===== src/rtl/frame_buffer_manager_if.sv =====
// Frame-buffer manager bus: writer/display events in, buffer bases and status out.
// Optional FB_STATS_EN adds the dropped/repeated frame counters.
interface frame_buffer_manager_if;
  logic        wr_done;
  logic        rd_vsync;
  logic [31:0] wr_base;
  logic [31:0] rd_base;
  logic [1:0]  wr_idx;
  logic [1:0]  rd_idx;
  logic        buf_valid;
  logic        swap_pulse;
  logic        wr_hold;
`ifdef FB_STATS_EN
  logic [15:0] frames_dropped;
  logic [15:0] frames_repeated;
`endif

  modport master (
    output wr_done, rd_vsync,
    input  wr_base, rd_base, wr_idx, rd_idx, buf_valid, swap_pulse, wr_hold
`ifdef FB_STATS_EN
    , input frames_dropped, frames_repeated
`endif
  );

  modport slave (
    input  wr_done, rd_vsync,
    output wr_base, rd_base, wr_idx, rd_idx, buf_valid, swap_pulse, wr_hold
`ifdef FB_STATS_EN
    , output frames_dropped, frames_repeated
`endif
  );
endinterface


===== src/rtl/frame_buffer_manager.sv =====
// Frame-buffer ownership between the camera writer and the HDMI reader.
// Triple (NUM_BUF=3) or double (NUM_BUF=2, writer hold-off) buffering.
// Optional macro FB_STATS_EN adds saturating dropped/repeated frame counters.
//
// state    | meaning
// S_INIT   | no frame written since reset; display repeats the initial buffer
// S_PEND   | a complete frame waits for the next vsync
// S_STEADY | display owns the newest frame; nothing pending
module frame_buffer_manager #(
  parameter logic [31:0] BASE_ADDR   = 32'h1000_0000,
  parameter logic [31:0] FRAME_BYTES = 32'h0009_6000,
  parameter int          NUM_BUF     = 3
) (
  input  logic                  clk_100Mhz,
  input  logic                  rst,
  frame_buffer_manager_if.slave fb
);

  if (NUM_BUF != 2 && NUM_BUF != 3) begin : g_bad_num_buf
    $error("frame_buffer_manager: NUM_BUF must be 2 or 3");
  end

  typedef enum logic [1:0] {S_INIT, S_PEND, S_STEADY} state_t;

  localparam logic [1:0] R_RESET = 2'(NUM_BUF - 1);

  state_t      state_q, st_mid, st_n;
  logic        wr_done_d, rd_vsync_d;
  logic        wr_ev, vs_ev;
  logic [1:0]  w_q, p_q, r_q;
  logic [1:0]  w_n, p_n, r_n, p_mid;
  logic [31:0] wr_base_q, rd_base_q;
  logic        hold_q, hold_n, valid_q, valid_n, swap_q, swap_n;
  logic        drop, rep;

  function automatic logic [31:0] addr_of(input logic [1:0] idx);
    return BASE_ADDR + ({30'd0, idx} * FRAME_BYTES);
  endfunction

  assign wr_ev = fb.wr_done & ~wr_done_d;
  assign vs_ev = fb.rd_vsync & ~rd_vsync_d;

  // State and registered outputs; async reset returns everything to power-up values.
  always_ff @(posedge clk_100Mhz or posedge rst) begin
    if (rst) begin
      state_q    <= S_INIT;
      wr_done_d  <= 1'b0;
      rd_vsync_d <= 1'b0;
      w_q        <= 2'd0;
      p_q        <= 2'd1;
      r_q        <= R_RESET;
      wr_base_q  <= BASE_ADDR;
      rd_base_q  <= addr_of(R_RESET);
      hold_q     <= 1'b0;
      valid_q    <= 1'b0;
      swap_q     <= 1'b0;
    end else begin
      state_q    <= st_n;
      wr_done_d  <= fb.wr_done;
      rd_vsync_d <= fb.rd_vsync;
      w_q        <= w_n;
      p_q        <= p_n;
      r_q        <= r_n;
      wr_base_q  <= addr_of(w_n);
      rd_base_q  <= addr_of(r_n);
      hold_q     <= hold_n;
      valid_q    <= valid_n;
      swap_q     <= swap_n;
    end
  end

  // Next state: the write event is applied first, then vsync sees the result.
  always_comb begin
    st_mid = state_q;
    if (wr_ev) st_mid = S_PEND;
    st_n = st_mid;
    if (vs_ev && st_mid == S_PEND) st_n = S_STEADY;
  end

  // Index rotation and flag updates, same write-then-vsync ordering as the state.
  always_comb begin
    w_n    = w_q;
    p_mid  = p_q;
    p_n    = p_q;
    r_n    = r_q;
    hold_n = hold_q;
    valid_n = valid_q;
    swap_n = 1'b0;
    drop   = 1'b0;
    rep    = 1'b0;
    if (NUM_BUF == 3) begin
      if (wr_ev) begin
        w_n   = p_q;
        p_mid = w_q;
        drop  = (state_q == S_PEND);
      end
      p_n = p_mid;
      if (vs_ev) begin
        if (st_mid == S_PEND) begin
          r_n     = p_mid;
          p_n     = r_q;
          swap_n  = 1'b1;
          valid_n = 1'b1;
        end else begin
          rep = 1'b1;
        end
      end
    end else begin
      if (wr_ev) begin
        if (state_q == S_PEND) drop = 1'b1;
        else hold_n = 1'b1;
      end
      if (vs_ev) begin
        if (st_mid == S_PEND) begin
          w_n     = r_q;
          r_n     = w_q;
          hold_n  = 1'b0;
          swap_n  = 1'b1;
          valid_n = 1'b1;
        end else begin
          rep = 1'b1;
        end
      end
    end
  end

  assign fb.wr_base    = wr_base_q;
  assign fb.rd_base    = rd_base_q;
  assign fb.wr_idx     = w_q;
  assign fb.rd_idx     = r_q;
  assign fb.buf_valid  = valid_q;
  assign fb.swap_pulse = swap_q;
  assign fb.wr_hold    = hold_q;

`ifdef FB_STATS_EN
  logic [15:0] dropped_q, repeated_q;

  // Saturating event counters for dropped and repeated frames.
  always_ff @(posedge clk_100Mhz or posedge rst) begin
    if (rst) begin
      dropped_q  <= 16'd0;
      repeated_q <= 16'd0;
    end else begin
      if (drop && dropped_q != 16'hFFFF) dropped_q <= dropped_q + 16'd1;
      if (rep && repeated_q != 16'hFFFF) repeated_q <= repeated_q + 16'd1;
    end
  end

  assign fb.frames_dropped  = dropped_q;
  assign fb.frames_repeated = repeated_q;
`else
  logic unused_stats;
  assign unused_stats = drop ^ rep;
`endif

endmodule


===== src/flat_wrapper.sv =====
// flat-port wrapper written by rule: the top's interface ports become plain ports
module frame_buffer_manager_flat 
#(
  parameter logic [31:0] BASE_ADDR   = 32'h1000_0000,
  parameter logic [31:0] FRAME_BYTES = 32'h0009_6000,
  parameter int          NUM_BUF     = 3
)
  (clk_100Mhz, rst, fb_wr_done, fb_rd_vsync, fb_wr_base, fb_rd_base, fb_wr_idx, fb_rd_idx, fb_buf_valid, fb_swap_pulse, fb_wr_hold);
  frame_buffer_manager_if fb_i ();
  input  logic clk_100Mhz;
  input  logic rst;
  input wire logic [$bits(fb_i.wr_done)-1:0] fb_wr_done;
  input wire logic [$bits(fb_i.rd_vsync)-1:0] fb_rd_vsync;
  output wire logic [$bits(fb_i.wr_base)-1:0] fb_wr_base;
  output wire logic [$bits(fb_i.rd_base)-1:0] fb_rd_base;
  output wire logic [$bits(fb_i.wr_idx)-1:0] fb_wr_idx;
  output wire logic [$bits(fb_i.rd_idx)-1:0] fb_rd_idx;
  output wire logic [$bits(fb_i.buf_valid)-1:0] fb_buf_valid;
  output wire logic [$bits(fb_i.swap_pulse)-1:0] fb_swap_pulse;
  output wire logic [$bits(fb_i.wr_hold)-1:0] fb_wr_hold;
  assign fb_i.wr_done = fb_wr_done;
  assign fb_i.rd_vsync = fb_rd_vsync;
  assign fb_wr_base = fb_i.wr_base;
  assign fb_rd_base = fb_i.rd_base;
  assign fb_wr_idx = fb_i.wr_idx;
  assign fb_rd_idx = fb_i.rd_idx;
  assign fb_buf_valid = fb_i.buf_valid;
  assign fb_swap_pulse = fb_i.swap_pulse;
  assign fb_wr_hold = fb_i.wr_hold;
  frame_buffer_manager #(.BASE_ADDR(BASE_ADDR), .FRAME_BYTES(FRAME_BYTES), .NUM_BUF(NUM_BUF)) u_core (.clk_100Mhz(clk_100Mhz), .rst(rst), .fb(fb_i));
endmodule

===== config.mk =====
export PLATFORM = sky130hd
export DESIGN_NAME = frame_buffer_manager_flat
export DESIGN_NICKNAME = d
export VERILOG_FILES = /design/src/rtl/frame_buffer_manager_if.sv /design/src/rtl/frame_buffer_manager.sv /design/src/flat_wrapper.sv
export SDC_FILE = /design/constraint.sdc
export NUM_CORES = 1
export LEC_CHECK = 0
export BUFFER_PORTS_ARGS = -buffer_cell sky130_fd_sc_hd__buf_2
export CAP_MARGIN = 10
export CELL_PAD_IN_SITES_DETAIL_PLACEMENT = 1
export CELL_PAD_IN_SITES_GLOBAL_PLACEMENT = 1
export CORE_ASPECT_RATIO = 0.6
export CORE_MARGIN = 4
export CORE_UTILIZATION = 31
export DETAILED_ROUTE_END_ITERATION = 16
export GPL_TIMING_DRIVEN = 0
export PLACE_DENSITY = 0.81
export SETUP_SLACK_MARGIN = 0.1
export SLEW_MARGIN = 10
export SYNTH_ARGS = -nofsm -noshare
export SYNTH_HDL_FRONTEND = slang
export SYNTH_SLANG_ARGS = --single-unit

===== constraint.sdc =====
create_clock -name clk_100Mhz -period 2 [get_ports clk_100Mhz]
set_clock_uncertainty 0.15 [all_clocks]
set_input_delay 0.3 -clock clk_100Mhz [delete_from_list [all_inputs] [get_ports clk_100Mhz]]
set_output_delay 0.3 -clock clk_100Mhz [all_outputs]
set_load 0.01 [all_outputs]

Yosys cells after proc, flatten, opt, wreduce, memory -nomap -nowiden
Index checks and enable logic that the tools add are counted. W data, S select, Z words.

Add/subtract/negate cells: 2. $mul: 2. Eq/ne operators: 1. Mux-type cells: 10. Bitwise gates (word level): 4. Reduce and logical (&&, ||, !) cells: 2.

Operators by type and width (number): $add A29 B22 Y30 const A (2); $mul A2 B7 Y9 const B (2); $mux W2 (8); $and A1 B1 Y1 (2); $eq A2 B1 Y1 const B (1); $mux W1 (2); $not A1 Y1 (2); $reduce_and A2 Y1 (1); $logic_and A1 B1 Y1 (1).

Flip-flop bits (word level): 76. Input port bits: 4. Word-level logic and storage cells: 31.

Logic depth before layout (Yosys ltp)
Gate-level depths: netlist of run 1.

Depth after elaboration: 8. Depth in mapped cells: 6. Mapped depth without buffers: 5.

Worst setup path after synthesis of run 1
Ideal clock, no wire load.

Path type: reg2reg. Start: reg u_core.wr_done_d. End: reg u_core.rd_base_q[14] (netlist: u_core.fb.rd_base[14]). Library setup time: 58 ps. Arrival time: 1510 ps. Data required time: 1792 ps. Slack: 282 ps. Stages on the path, launching flop included: 7. Path buffers: 1. Cell sequence: dfrtp_1 nand2b_4 buf_6 mux2_4 mux2_2 ha_1 inv_1.

Word-level cells in the longest chain between the ends: 8. Elaborated cells on any way between the ends: 9. Classes of those cells: 1 x add/sub; 1 x mul; 1 x eq/ne; 4 x mux; 2 x bitwise.

RTL lines: start, declared (line frame_buffer_manager.sv:28) `logic wr_done_d, rd_vsync_d;`; start signal, assigned (line frame_buffer_manager.sv:59) `wr_done_d <= fb.wr_done;`; $not A1 Y1 (*) (line frame_buffer_manager.sv:40) `assign wr_ev = fb.wr_done & ~wr_done_d;`; $and A1 B1 Y1 (*) (line frame_buffer_manager.sv:40); $mux W2 (line frame_buffer_manager.sv:75) `if (wr_ev) st_mid = S_PEND;`; $eq A2 B1 Y1 (line frame_buffer_manager.sv:99) `if (st_mid == S_PEND) begin`; $mux W2 (*) (line frame_buffer_manager.sv:99); $mux W2 (*) (line frame_buffer_manager.sv:98) `if (vs_ev) begin`; $mul A2 B7 Y9 (*) (line frame_buffer_manager.sv:37) `return BASE_ADDR + ({30'd0, idx} * FRAME_BYTES);`; $add A29 B22 Y30 (*) (line frame_buffer_manager.sv:37); end signal, assigned (line frame_buffer_manager.sv:53) `rd_base_q <= addr_of(R_RESET);`; end signal, assigned (line frame_buffer_manager.sv:65) `rd_base_q <= addr_of(r_n);`; end, declared (line frame_buffer_manager.sv:32) `logic [31:0] wr_base_q, rd_base_q;`.

Mark *: on every way between the ends. The rest lies on a longest branch, timed or not. A chain may end at the register's enable or synchronous reset.

Final worst setup path of run 1
Same ends and word-level chain as after synthesis.

==> metrics.cfg, run 1 <==
[drt]
vias_per_cell=3.38
wl_per_cell_um=10.3
ant_nets=0
drtIter0Drc=13
vias=818
drc_errors=0
wirelength_um=2490
first_pass_iters=3

[synth]
yosys_warnings=0
synth_compound_area_share_pct=2.76
ys_ff_latch=20
synth_cell_types=22
synth_adder_area_share_pct=3.94
syn-cell-area_mm2=0.00127
avgSynthCellArea_um2=10.8
yosysSeqAreaShare_pct=39.8
synthCells=118
synth_xor_area_share_pct=0
synth_mux_area_share_pct=10.3
synth-simple-area-share_pct=6.30
synth_top_family_by_area=buffers and inverters

[setup_path]
end_kind=flip-flop
critPathMaxStageDelay_ns=0.40
start_kind=flip-flop
cp_slowest_cell=dfrtp_1
worstPathArrival_ns=1.87
cp_cell_sequence=nand2b_4 > buf_6 > mux2_4 > mux2_2 > ha_1 > inv_1
worst-r2r-setup-slack_ns=0.19
cp_max_fo=10
required_ns=2.06
path_class=flip-flop to flip-flop

[die]
die_y_um=57.6
die_area_mm2=0.00522
initial_core_util_pct=33.4
io_pins=75
die_x_um=90.7
core-area_mm2=0.00381
placementRows=17

[placed_design]
dp_hpwl_um=2070
finalWeightedCongestion=0.682
dp.cells=237
portBuffers=25
place_area_mm2=0.00163
post-place-ws_ns=0.211

[power_and_ir_drop]
power.total_mw=1.29
p_per_area_mw_per_mm2=764
ir_worst_vdd_v=0.000224
p_leak_nw=1.02

[layout]
layout.area.seq_um2=505
nets=204
fin_util_pct=44.3
multiInputGateArea_um2=480
drive_gt1_share_pct=51.8
area_growth_pct=32.7
design_area_mm2=0.00169
diodes=0
fillers=459
instances_no_fill=242

[global_routing]
overflow=0
grt_usage_pct=9.95
grt_pass1_vias=807
antenna_found_initial=0
grt_first_pass_wirelength_um=4060
grt_start_max_net_pins=21

[sta]
hold_viol_final=0
setup_tns_ns=0
relSlewSlack_pct=50.5
rsz0062_at_grt=false
setup_viol=0
period_share_pct=90.6
hold_ws_ns=0.0116
worst_slack_ns=0.189
min_period_ns=1.81
tightest_slew_ns=0.741
max_freq_mhz=552
drv_slew=0

[clocking]
cts_buffer_depth=2
clock_sinks=20
ctsHtreeMaxLevel=1
cts_resized=0
clock_latency_ns=0.26
cts_inserted_buffers=3
clk_pin_slew_ns=0.07
root_buffer=clkbuf_8
cts_tree=yes
postCtsSetupRepairBufs=0
hold_buffers=0

[status]
outcome=finished, final reports clean

[min_path]
hold_class=input pin to async pin

[run]
max_cap_violations=0

==> metal layers <==
metal  part of all wire [%]  GRT usage [%]  vias up
li1                       -              -      421
met1                     40           12.2      360
met2                     50           15.9       32
met3                    7.7           3.43        5
met4                    2.0           4.58        0
met5                      0              0        -
==> kinds of logic after synthesis <==
kind of cell             count (synthesis)
buffers and inverters                   63
AO/OA/AOI/OAI                            6
adder cells (fa/ha/maj)                  4
flip-flops                              20
other                                    2
multiplexers                            11
AND/OR/NAND/NOR                         12
==> power breakdown <==
group	total [mW]	switching, mW	internal [mW]
Sequential	0.556	0.0548	0.501
Combinational	0.465	0.223	0.242
Clock	0.267	0.126	0.142
Total	1.29	0.403	0.885
==> final timing paths <==
path	end	start	depth (start not counted)
worst min register to register	u_core.fb.buf_valid	u_core.fb.buf_valid	1
max in group asynchronous	u_core.fb.wr_base[17]	rst	2
worst min-delay path	u_core.rd_vsync_d	rst	2
min in group clk_100Mhz	u_core.wr_done_d	fb_wr_done	1
worst max register to register	u_core.fb.rd_base[14]	u_core.wr_done_d	6
worst max-delay path	u_core.fb.rd_base[14]	u_core.wr_done_d	6
==> cells in the mapped netlist, drive strengths merged <==
cell type   n  area share [%]
a21oi       1            0.39
nand2       3            0.89
and4b       1            0.79
buf        59              35
or2         1            0.49
o21a        1            0.59
inv         4             1.2
mux2i       3             2.4
conb        2            0.59
nand2b      4             2.6
dfrtp      16              31
a31oi       2            0.98
ha          4             3.9
nor2        1            0.29
nor2b       1            0.49
o21ai       2            0.79
dfstp       4             8.3
nor4bb      1            0.79
mux2        8             8.0
==> state kept, by name, indices dropped and copies added, names as in the netlist <==
signal                flops
u_core.state_q            2
u_core.fb.buf_valid       1
u_core.fb.rd_idx          1
u_core.fb.swap_pulse      1
u_core.rd_vsync_d         1
u_core.fb.wr_base         5
u_core.p_q                2
u_core.fb.wr_idx          1
u_core.fb.rd_base         5
u_core.wr_done_d          1
==> critical path: cells and delay by family, from the launching register on <==
kind	cells	cell delay [ns]
muxes	2	0.58
adders and majority gates	1	0.29
and+or+nand+nor	1	0.15
buffers and inverters	2	0.19
DFF	1	0.40
==> layout make-up <==
cell class / instances / share of cell area (%)
sequential: 20 / 30.0
timing repair buffer: 26 / 8.01
tap: 47 / 3.49
clock buffer: 4 / 2.67
buffer: 59 / 26.5
multi-input combinational: 82 / 28.5
inverter: 4 / 0.890
==> cell usage in the layout (no fill, tap or decap) <==
master,synthesis,final
a21oi_1,1,1
a31oi_1,2,2
and4b_1,1,1
buf_2,0,25
buf_4,58,58
buf_6,1,1
clkbuf_1,0,1
clkbuf_8,0,3
conb_1,2,49
dfrtp_1,16,16
dfstp_2,4,4
dlygate4sd3_1,0,1
ha_1,4,4
inv_1,4,4
mux2_2,5,5
mux2_4,3,3
mux2i_1,3,3
nand2_1,3,3
nand2b_1,3,3
nand2b_4,1,1
nor2_1,1,1
nor2b_1,1,1
nor4bb_1,1,1
o21a_1,1,1
o21ai_0,2,2
or2_2,1,1
Note: power is estimated with default switching activity, not from simulation.
==> inputs of run 2 (changes only) <==
CORE_UTILIZATION = 34   (was 31)
PLACE_DENSITY = 0.87   (was 0.81)
clock period = 2.3 ns   (was 2 ns; I/O delays follow)
==> run 2 against run 1 <==
Routed wire length rose by 8.4%. Utilization increased by 5.4 points. Register-to-register slack better by 0.33 ns. Design area is 0.82% higher. Critical path type unchanged. Largest power group unchanged. Highest routed layer unchanged.
==> metrics.cfg, run 2 (synthesis results as in run 1) <==
[clocking]
root_buffer=clkbuf_8
postCtsSetupRepairBufs=0
cts_inserted_buffers=3
clock_latency_ns=0.26
clock_sinks=20
clk_pin_slew_ns=0.08
ctsHtreeMaxLevel=1
cts_buffer_depth=2
cts_tree=yes
cts_resized=0
hold_buffers=0

[power_and_ir_drop]
power.net_switching_mw=0.359
netSwitchingFraction_pct=29.0
pwr-share-seq_pct=39.3
p_leak_nw=1.03
power_frac_clock_pct=27.9
ir_worst_vdd_v=0.000406
power.internal_mw=0.877
p_per_area_mw_per_mm2=727
comb_power_share_pct=32.7

[global_routing]
antenna_found_initial=0
grt_usage_pct=11.6
overflow=0
grt_pass1_vias=839
grt_first_pass_wirelength_um=4310
grt_start_max_net_pins=21

[die]
initial_core_util_pct=37.1
die_x_um=86.9
die_area_mm2=0.00481
io_pins=75
placementRows=16
core-area_mm2=0.00342
die_y_um=55.4

[sta]
rsz0062_at_grt=false
hold_viol_final=0
period_share_pct=77.6
relSlewSlack_pct=47.6
setup_viol=0
min_period_ns=1.78
drv_slew=0
setup_tns_ns=0
tightest_slew_ns=0.785
max_freq_mhz=560

[setup_path]
path_class=flip-flop to flip-flop
critPathMaxStageDelay_ns=0.39
cp_slowest_cell=dfrtp_1
end_kind=flip-flop
worstPathArrival_ns=1.84
start_kind=flip-flop
cp_cell_sequence=nand2b_4 > buf_6 > mux2_4 > mux2_2 > ha_1 > inv_1
required_ns=2.36
cp_max_fo=10

[layout]
layout.area.seq_um2=505
diodes=0
final_cell_mix=buf_4 (58), conb_1 (49), buf_2 (25)
design_area_mm2=0.00170
drive_gt1_share_pct=52.6
multiInputGateArea_um2=480
nets=203
fillers=426
area_growth_pct=33.8
final_common_cell=buf_4

[drt]
drtIter0Drc=19
vias_per_cell=3.57
vias=854
drc_errors=0
wl_per_cell_um=11.3
ant_nets=0
first_pass_iters=3
wirelength_um=2700

[placed_design]
dp_hpwl_um=2330
place_area_mm2=0.00163
portBuffers=25
finalWeightedCongestion=0.741

[status]
outcome=finished, final reports clean

[min_path]
hold_class=input pin to flip-flop

[run]
max_cap_violations=0

-- run 2: cell types whose count changed in the layout (fill, tap and decap cells not counted) --
cell,delta
bufinv_16,+1
clkbuf_1,-1
dlygate4sd3_1,-1
-- run 2: power by group through the flow --
stage	logic [mW]	clock network (mW)	registers [mW]
5_1_grt	0.450	0.378	0.494
2_1_floorplan	0.264	0	0.508
3_3_place_gp	0.397	0	0.486
3_5_place_dp	0.407	0	0.492
4_1_cts	0.406	0.358	0.485
6_report	0.405	0.345	0.486
-- run 2: stage by stage --
stage          power [mW]  setup slack, ns  cells  utilization [%]  hold slack [ns]
4_1_cts              1.25            0.513    239             49.7           0.0585
3_5_place_dp        0.898            0.485    235             47.6            0.325
6_report             1.24            0.515    239             49.7           0.0643
3_3_place_gp        0.883            0.502    235             47.6            0.299
2_1_floorplan       0.771            0.582    165                -            0.156
5_1_grt              1.32            0.427    239             49.7           0.0505
-- run 2: critical path: cells and delay by family, from the launching register on --
| family | cells | cell delay, ns |
|---|---|---|
| and+or+nand+nor | 1 | 0.15 |
| adders and majority gates | 1 | 0.29 |
| muxes | 2 | 0.56 |
| DFF | 1 | 0.39 |
| buffers and inverters | 2 | 0.19 |
-- run 2: area by class of cell --
type	count	area share, %
Clock inverter	1	1.77
Clock buffer	3	2.43
Sequential cell	20	29.7
Tap cell	45	3.31
Buffer	59	26.3
Timing Repair Buffer	25	7.36
Multi-Input combinational cell	82	28.3
Inverter	4	0.883
-- run 2: per-layer routing --
metal / GRT usage (%) / up-vias / part of all wire [%] / wire length (µm)
li1: - / 419 / - / -
met1: 13.0 / 405 / 41 / 1110
met2: 20.4 / 26 / 52 / 1390
met3: 4.16 / 4 / 6.5 / 175
met4: 3.33 / 0 / 0.93 / 25
met5: 0 / - / 0 / 0
-- run 2: path summary, 6_finish.rpt --
check	from	end	slack (ns)	depth (start not counted)
worst max-delay path	u_core.wr_done_d	u_core.fb.rd_base[14]	0.52	6
min in group asynchronous	rst	u_core.p_q[1]	0.08	2
max in group asynchronous	rst	u_core.wr_done_d	1.43	2
worst max register to register	u_core.wr_done_d	u_core.fb.rd_base[14]	0.52	6
worst min register to register	u_core.fb.buf_valid	u_core.fb.buf_valid	0.35	1
worst min-delay path	fb_rd_vsync	u_core.rd_vsync_d	0.06	1
